File: src/rtl/fifo_pkt_reader_pkg.sv
// Shared types and sizing helpers for the FIFO packet reader.
package fifo_pkt_reader_pkg;

  typedef enum logic [1:0] {
    IDLE   = 2'd0,
    STREAM = 2'd1,
    DRAIN  = 2'd2
  } state_t;

  localparam int BUF_DEPTH = 3;

  function automatic int cnt_width(input int n);
    return (n <= 2) ? 1 : $clog2(n);
  endfunction

endpackage

File: src/rtl/pkt_out_buf.sv
// 3-entry {last, data} register FIFO; head entry is registered, zero-filled when empty.
module pkt_out_buf
  import fifo_pkt_reader_pkg::*;
#(
  parameter int WIDTH = 10
) (
  input  logic             clock,
  input  logic             reset,
  input  logic             push,
  input  logic [WIDTH-1:0] push_data,
  input  logic             push_last,
  input  logic             pop,
  output logic [1:0]       occ,
  output logic [WIDTH-1:0] head_data,
  output logic             head_last
);

  typedef logic [WIDTH:0] ent_t;

  ent_t       mem_q [BUF_DEPTH];
  ent_t       mem_d [BUF_DEPTH];
  logic [1:0] occ_q;
  logic [1:0] occ_d;

  // Pop shifts toward the head and zero-fills the tail, so slots at or above
  // occ always hold zero and the idle head reads as all-zero.
  always_comb begin
    for (int i = 0; i < BUF_DEPTH; i++) begin
      mem_d[i] = mem_q[i];
    end
    occ_d = occ_q;
    if (pop) begin
      for (int i = 0; i < BUF_DEPTH - 1; i++) begin
        mem_d[i] = mem_q[i+1];
      end
      mem_d[BUF_DEPTH-1] = '0;
      occ_d = occ_q - 2'd1;
    end
    if (push) begin
      for (int i = 0; i < BUF_DEPTH; i++) begin
        if (2'(i) == occ_d) begin
          mem_d[i] = {push_last, push_data};
        end
      end
      occ_d = occ_d + 2'd1;
    end
  end

  always_ff @(posedge clock) begin
    if (reset) begin
      for (int i = 0; i < BUF_DEPTH; i++) begin
        mem_q[i] <= '0;
      end
      occ_q <= '0;
    end else begin
      for (int i = 0; i < BUF_DEPTH; i++) begin
        mem_q[i] <= mem_d[i];
      end
      occ_q <= occ_d;
    end
  end

  assign occ       = occ_q;
  assign head_data = mem_q[0][WIDTH-1:0];
  assign head_last = mem_q[0][WIDTH];

  a_no_overflow: assert property (@(posedge clock) disable iff (reset)
    !(push && !pop && occ_q == 2'(BUF_DEPTH)));
  a_no_underflow: assert property (@(posedge clock) disable iff (reset)
    !(pop && occ_q == 2'd0));

endmodule

File: src/rtl/fifo_pkt_reader.sv
// Drains a 1-cycle-latency sync FIFO into a framed valid/ready stream; stops only on packet boundaries.
// Optional statistics counters are built when FIFO_PKT_READER_STATS_EN is defined.
module fifo_pkt_reader
  import fifo_pkt_reader_pkg::*;
#(
  parameter int WIDTH   = 10,
  parameter int PKT_LEN = 8
) (
  input  logic             clock,
  input  logic             reset,
  input  logic             enable,
  input  logic             fifo_empty,
  input  logic [WIDTH-1:0] fifo_data,
  output logic             fifo_read_en,
  output logic [WIDTH-1:0] m_tdata,
  output logic             m_tvalid,
  output logic             m_tlast,
  input  logic             m_tready,
  output logic             busy,
  output logic [31:0]      pkt_count,
  output logic [31:0]      stall_count
);

  localparam int             CW       = cnt_width(PKT_LEN);
  localparam logic [CW-1:0] LAST_POS = CW'(PKT_LEN - 1);

  state_t        state_q, state_d;
  logic          busy_q, busy_d;
  logic          pend_q, pend_d;
  logic          pend_last_q, pend_last_d;
  logic [CW-1:0] rd_word_q, rd_word_d;
  logic [CW-1:0] tx_word_q, tx_word_d;
  logic          rd_allow;
  logic [1:0]    occ;
  logic [2:0]    inflight;
  logic          xfer;

  function automatic logic [CW-1:0] next_pos(input logic [CW-1:0] p);
    return (p == LAST_POS) ? '0 : p + CW'(1);
  endfunction

  always_comb begin
    rd_allow = 1'b0;
    case (state_q)
      STREAM:  rd_allow = 1'b1;
      DRAIN:   rd_allow = (rd_word_q != '0);
      default: rd_allow = 1'b0;
    endcase
  end

  // occ and pend are both registered, so m_tready never reaches fifo_read_en.
  assign inflight     = {1'b0, occ} + {2'b00, pend_q};
  assign fifo_read_en = !reset && rd_allow && !fifo_empty && (inflight < 3'(BUF_DEPTH));

  assign m_tvalid = (occ != 2'd0);
  assign xfer     = m_tvalid && m_tready;

  always_comb begin
    state_d = state_q;
    case (state_q)
      IDLE:   if (enable) state_d = STREAM;
      STREAM: if (!enable) state_d = DRAIN;
      DRAIN: begin
        if (enable) begin
          state_d = STREAM;
        end else if (rd_word_q == '0 && !pend_q && occ == 2'd0) begin
          state_d = IDLE;
        end
      end
      default: state_d = IDLE;
    endcase
    busy_d = (state_d != IDLE);
  end

  // The last tag travels with the read so the entry carries its own framing.
  always_comb begin
    pend_d      = fifo_read_en;
    pend_last_d = (rd_word_q == LAST_POS);
    rd_word_d   = fifo_read_en ? next_pos(rd_word_q) : rd_word_q;
    tx_word_d   = xfer ? next_pos(tx_word_q) : tx_word_q;
  end

  always_ff @(posedge clock) begin
    if (reset) begin
      state_q     <= IDLE;
      busy_q      <= 1'b0;
      pend_q      <= 1'b0;
      pend_last_q <= 1'b0;
      rd_word_q   <= '0;
      tx_word_q   <= '0;
    end else begin
      state_q     <= state_d;
      busy_q      <= busy_d;
      pend_q      <= pend_d;
      pend_last_q <= pend_last_d;
      rd_word_q   <= rd_word_d;
      tx_word_q   <= tx_word_d;
    end
  end

  assign busy = busy_q;

  pkt_out_buf #(
    .WIDTH (WIDTH)
  ) u_buf (
    .clock     (clock),
    .reset     (reset),
    .push      (pend_q),
    .push_data (fifo_data),
    .push_last (pend_last_q),
    .pop       (xfer),
    .occ       (occ),
    .head_data (m_tdata),
    .head_last (m_tlast)
  );

`ifdef FIFO_PKT_READER_STATS_EN
  logic [31:0] pkt_count_q, pkt_count_d;
  logic [31:0] stall_count_q, stall_count_d;

  always_comb begin
    pkt_count_d   = pkt_count_q + ((xfer && m_tlast) ? 32'd1 : 32'd0);
    stall_count_d = stall_count_q + ((m_tvalid && !m_tready) ? 32'd1 : 32'd0);
  end

  always_ff @(posedge clock) begin
    if (reset) begin
      pkt_count_q   <= '0;
      stall_count_q <= '0;
    end else begin
      pkt_count_q   <= pkt_count_d;
      stall_count_q <= stall_count_d;
    end
  end

  assign pkt_count   = pkt_count_q;
  assign stall_count = stall_count_q;
`else
  assign pkt_count   = 32'd0;
  assign stall_count = 32'd0;
`endif

  a_tlast_pos: assert property (@(posedge clock) disable iff (reset)
    m_tvalid |-> (m_tlast == (tx_word_q == LAST_POS)));

endmodule

File: config.mk
export PLATFORM = sky130hd
export DESIGN_NAME = fifo_pkt_reader
export DESIGN_NICKNAME = d
export VERILOG_FILES = /design/src/rtl/fifo_pkt_reader_pkg.sv /design/src/rtl/pkt_out_buf.sv /design/src/rtl/fifo_pkt_reader.sv
export SDC_FILE = /design/constraint.sdc
export NUM_CORES = 1
export LEC_CHECK = 0
export BUFFER_PORTS_ARGS = -buffer_cell sky130_fd_sc_hd__clkbuf_2
export CAP_MARGIN = 20
export CORE_MARGIN = 1
export CORE_UTILIZATION = 54
export CTS_BUF_LIST = sky130_fd_sc_hd__clkbuf_16
export DETAILED_ROUTE_END_ITERATION = 10
export GPL_ROUTABILITY_DRIVEN = 1
export HOLD_SLACK_MARGIN = 0.03
export PLACE_DENSITY = 0.85
export SETUP_SLACK_MARGIN = 0.1
export SYNTH_ARGS = -nofsm -noshare
export SYNTH_HDL_FRONTEND = slang
export SYNTH_HIERARCHICAL = 1
export SYNTH_SLANG_ARGS = --single-unit
File: constraint.sdc
create_clock -name clock -period 5.04 [get_ports clock]
set_input_delay 0.756 -clock clock [delete_from_list [all_inputs] [get_ports clock]]
set_output_delay 0.756 -clock clock [all_outputs]
set_load 0.005 [all_outputs]
==> flow_summary.ini, run 1 <==
[run_status]
status = complete, no violations

[cells_and_area]
layout_common_cells = conb_1, dfxtp_1, clkbuf_2, mux2i_1, nor2_1
nets = 333
final_common_cell = conb_1
layoutNonFillerInstCount = 375
drive_gt1_share_pct = 16.6
insertedDiodeCount = 0
post-route-util_pct = 55.9
synthToLayoutAreaGrowth_pct = -0.702

[timing]
maxSlewHeadroom_pct = 39.2
period_share_pct = 64.1
finClkSkew_ps = 5.62
maxClockFrequency_ghz = 0.310
hold_viol = 0
layout_min_cycle_time_ps = 3230
worst_pin_slew_ps = 912
slew_violations = 0
rsz0062_at_grt = false
fin_setup_tns_ps = 0
setup_violations = 0

[placed_design]
gp_congestion = 0.757
hpwl_um = 2990
port-buffer-count = 28
placedCellCount = 367

[logic_synthesis]
yosys.area_share.adder_pct = 5.14
synth-simple-area-share_pct = 14.1
synth_area_leaders = dfxtp_1, buf_4, mux2i_1
synth_edf_count = 0
postSynthCellCount = 297
synth_top_family_by_area = buffers and inverters
synth_top_cell_by_area = dfxtp_1
syn_area_per_cell_um2 = 9.01
synth_top_area_share_pct = 32.2
synth-xor-area-share_pct = 1.36
synth_mux_area_share_pct = 8.23
syn-cell-area_um2 = 2680
ys_seq_area_share_pct = 32.2
synthDistinctLibCells = 36
async_flop_share_pct = 0
synth_compound_area_share_pct = 14.0
ys_seq_elements = 43
synth-warning-count = 6
ys.flop_type = dfxtp_1

[cts]
cts-resized-gates = 0
cts_setup_buffers = 0
cts_sinks = 43
cts-root-buf = clkbuf_16
hold_buffers = 0
clock_path_buffers = 2
cts_max_level = 2
clk_pin_slew_ps = 60
cts_tree = done
cts_buffers = 5
clock_latency_ps = 290

[drt]
drt.antenna.violating_nets = 0
routed_wl_um = 4400
num_vias = 1803
avgViaCountPerCell = 4.81
wire_per_inst_um = 11.7
drc = 0
firstDrtPassIters = 4
drt_iter0_markers = 69

[pwr]
combPwrFrac_pct = 25.9
intPower_mw = 0.628
p_leak_nw = 1.11
irDropWorstVdd_mv = 0.167
swShare_pct = 31.6
fin_total_pwr_mw = 0.918
power_frac_seq_pct = 40.3
power.density_nw_per_um2 = 346
power.clock.fraction_pct = 33.8
p_switching_mw = 0.290

[grt]
antenna_found_initial = 0
first_global_vias = 1571
grt_pass1_wl_um = 7140
overflow = 0
grt_max_degree = 42
track_usage_pct = 17.9

[die]
die_y_um = 72.4
core_um2 = 4750
io_pins = 93
rows = 25
die_area_um2 = 5240
chipWidth_um = 72.4
initial_core_util_pct = 56.3

[setup_path]
rr_endpoint = u_buf/mem_q[0][13]
crit_start = reset
rrSetupSlack_ps = 1890
required_ps = 4280
critPathLaunchType = primary input
endpoint_kind = output pin
timing.rr.start = u_buf/occ[0]
arrival_ps = 2470
critPathKind = in -> out
worstRegToRegCells = 10
cp_max_fo = 41

[worst_hold_path]
min_to = u_buf/mem_q[0][32]
hold_start = pend_last_q
hp-class = reg -> reg
holdPathStages = 2

[run]
cap_viol_max_count = 0
power by group through the flow:
stage / clock [mW] / sequential, mW / combinational [mW]
2_1_floorplan: 0 / 0.374 / 0.233
6_report: 0.310 / 0.370 / 0.238
5_1_grt: 0.334 / 0.372 / 0.262
4_1_cts: 0.319 / 0.371 / 0.239
3_5_place_dp: 0 / 0.378 / 0.238
3_3_place_gp: 0 / 0.377 / 0.231
flip-flops by register name, indices dropped and copies added (netlist names):
| name | count |
|---|---|
| busy | 1 |
| pend_last_q | 1 |
| pend_q | 1 |
| rd_word_q | 3 |
| state_q | 2 |
| u_buf/mem_q | 33 |
| u_buf/occ | 2 |
per-stage QoR:
stage	instance area, µm²	hold slack, ps	worst slack (ps)
after floorplan	2910	446	2620
after CTS	2660	480	1780
after global placement	2510	470	1800
final	2660	480	1810
after global routing	2660	499	1620
after detailed placement	2510	472	1740
cells in the mapped netlist, drive strengths merged, types with 2 or more instances:
cell type,number
nand3,3
a21o,2
nand3b,12
or2,2
nor3,12
o21ai,3
o31ai,2
or4b,2
mux2i,22
ha,11
nand2,13
clkbuf,9
and2,2
buf,80
dfxtp,43
a211oi,23
nand2b,3
a21oi,17
inv,8
nor2,18
logic make-up after synthesis:
family / after synthesis
buf+inv: 97
simple gates: 71
mux: 22
xor+xnor: 2
other cells: 1
compound gates: 50
flops: 43
fa+ha+maj: 11
worst max-delay path, cell delays in order:
cell and delay, ps:
clkbuf_2 480, or4b_1 690, a21o_1 200, nor2_1 190, clkbuf_2 150
metal layers:
metal / share of wire, % / wire length, µm / track usage (%) / up-vias
met5: 0 / 0 / 0 / -
met4: 1.8 / 77 / 7.84 / 0
met3: 4.1 / 181 / 5.28 / 7
met2: 49 / 2150 / 29.5 / 36
met1: 45 / 1980 / 21.5 / 862
li1: - / - / - / 898
cell type report:
type                            instances  area [µm²]
Inverter                                8        30.0
Tap cell                               67        83.8
Timing Repair Buffer                   29         148
Fill cell                             461        2100
Sequential cell                        43         861
Clock buffer                            5         125
Clock inverter                          3        16.3
Multi-Input combinational cell        220        1390
how the worst max path moves through the flow:
stage,cells after the start,to,slack [ps]
detailed placement,10,u_buf/mem_q[0][11],1740
global route,10,u_buf/mem_q[0][11],1620
CTS,5,fifo_read_en,1780
floorplan,3,fifo_read_en,2620
finish,5,fifo_read_en,1810
global placement,5,fifo_read_en,1800
Note: power is estimated with default switching activity, not from simulation.
==> run 2, diff against run 1 <==
--- a/config.mk
+++ b/config.mk
@@ -8,12 +8,12 @@
 export BUFFER_PORTS_ARGS = -buffer_cell sky130_fd_sc_hd__clkbuf_2
 export CAP_MARGIN = 20
 export CORE_MARGIN = 1
-export CORE_UTILIZATION = 54
+export CORE_UTILIZATION = 45
 export CTS_BUF_LIST = sky130_fd_sc_hd__clkbuf_16
 export DETAILED_ROUTE_END_ITERATION = 10
 export GPL_ROUTABILITY_DRIVEN = 1
 export HOLD_SLACK_MARGIN = 0.03
-export PLACE_DENSITY = 0.85
+export PLACE_DENSITY = 0.76
 export SETUP_SLACK_MARGIN = 0.1
 export SYNTH_ARGS = -nofsm -noshare
 export SYNTH_HDL_FRONTEND = slang
==> constraint.sdc (replaced) <==
create_clock -name clock -period 2.94 [get_ports clock]
set_input_delay 0.441 -clock clock [delete_from_list [all_inputs] [get_ports clock]]
set_output_delay 0.441 -clock clock [all_outputs]
set_load 0.005 [all_outputs]
==> flow_summary.ini, run 2 (synthesized netlist as in run 1, its figures left out) <==
[run_status]
status = complete, no violations

[cells_and_area]
multiInputGateArea_um2 = 1390
layoutNonFillerInstCount = 383
seq_area_um2 = 861
largest_reg_flops = 33
fill_cells = 579
layout_common_cells = conb_1, dfxtp_1, clkbuf_2, mux2i_1, nor2_1
largest_register = u_buf/mem_q
nets = 336
synthToLayoutAreaGrowth_pct = 0.374
reg.largest.list = u_buf/mem_q x33, rd_word_q x3
post-route-util_pct = 47.9
final_common_cell = conb_1
insertedDiodeCount = 0
drive_gt1_share_pct = 17.4

[drt]
wire_per_inst_um = 12.2
routed_wl_um = 4670
num_vias = 1815
firstDrtPassIters = 4
avgViaCountPerCell = 4.74
drc = 0
drt.antenna.violating_nets = 0
drt_iter0_markers = 117

[cts]
clock_latency_ps = 290
cts_tree = done
cts_max_level = 2
clock_path_buffers = 2
cts_buffers = 5
clk_pin_slew_ps = 60
hold_buffers = 0
cts-resized-gates = 0
cts_setup_buffers = 0
cts_sinks = 43
cts-root-buf = clkbuf_16

[pwr]
fin_total_pwr_mw = 1.60
p_leak_nw = 1.12
power.density_nw_per_um2 = 596
irDropWorstVdd_mv = 0.374

[setup_path]
required_ps = 2500
cp_max_fo = 10
critPathKind = reg -> out
endpoint_kind = output pin
arrival_ps = 2150
critPathLaunchType = flip-flop

[die]
die_area_um2 = 6260
io_pins = 93
core_um2 = 5610
initial_core_util_pct = 47.7
chipWidth_um = 79.1
die_y_um = 79.1
rows = 27

[grt]
grt_busiest_layer = met2
overflow = 0
grtUsageMet3_pct = 5.17
antenna_found_initial = 0
use_met1_pct = 18.3
first_global_vias = 1724
track_usage_pct = 15.9
grt.met2_usage_pct = 27.2
grt_pass1_wl_um = 7690
grt_max_degree = 41

[timing]
fin_setup_tns_ps = 0
rsz0062_at_grt = false
period_share_pct = 88.0
holdWs_ps = 408
finClkSkew_ps = 2.51
slew_violations = 0
maxSlewHeadroom_pct = 55.7
hold_viol = 0
maxClockFrequency_ghz = 0.387
layout_min_cycle_time_ps = 2590
worst_pin_slew_ps = 664
setup_violations = 0

[worst_hold_path]
hp-class = in -> reg

[run]
cap_viol_max_count = 0

[placed_design]
port-buffer-count = 28
hpwl_um = 3180
gp_congestion = 0.715
placedCellCount = 375
[run 2: final timing paths]
kind | slack [ps] | endpoint | cells after the start | start
worst min register to register | 490 | u_buf/mem_q[0][27] | 2 | u_buf/mem_q[0][27]
worst min-delay path | 410 | u_buf/mem_q[0][26] | 3 | fifo_data[4]
worst max register to register | 620 | u_buf/mem_q[0][16] | 10 | u_buf/occ[0]
worst max-delay path | 350 | fifo_read_en | 6 | pend_q
[run 2: through the flow]
| step | cell area (µm²) | setup slack, ps |
|---|---|---|
| 5_1_grt | 2690 | 227 |
| 6_report | 2690 | 354 |
| 3_5_place_dp | 2540 | 618 |
| 4_1_cts | 2690 | 360 |
| 3_3_place_gp | 2540 | 694 |
| 2_1_floorplan | 2910 | 856 |
[run 2: cell type report]
cell class	instances	share of cell area (%)
inverter	8	1.12
clock inverter	3	0.606
tap	72	3.36
sequential	43	32.1
clock buffer	5	4.66
multi-input combinational	220	51.9
timing repair buffer	32	6.34
[run 2: worst max-delay path, stage by stage, from the launching register on]
cell and delay [ps]:
dfxtp_1 390, ha_1 240, ha_1 180, or4b_1 500, a21o_1 210, nor2_1 190, clkbuf_2 150
[run 2: metal layers]
| layer | up-vias | share of wire (%) |
|---|---|---|
| li1 | 903 | - |
| met5 | - | 0 |
| met2 | 48 | 50 |
| met4 | 0 | 1.2 |
| met3 | 7 | 5.0 |
| met1 | 857 | 44 |
[run 2: where the power goes]
| part | switching (mW) | leakage [nW] | total [mW] | internal [mW] |
|---|---|---|---|---|
| Combinational | 0.255 | 0.702 | 0.427 | 0.172 |
| Sequential | 0.0260 | 0.347 | 0.633 | 0.607 |
| Clock | 0.230 | 0.0710 | 0.540 | 0.310 |
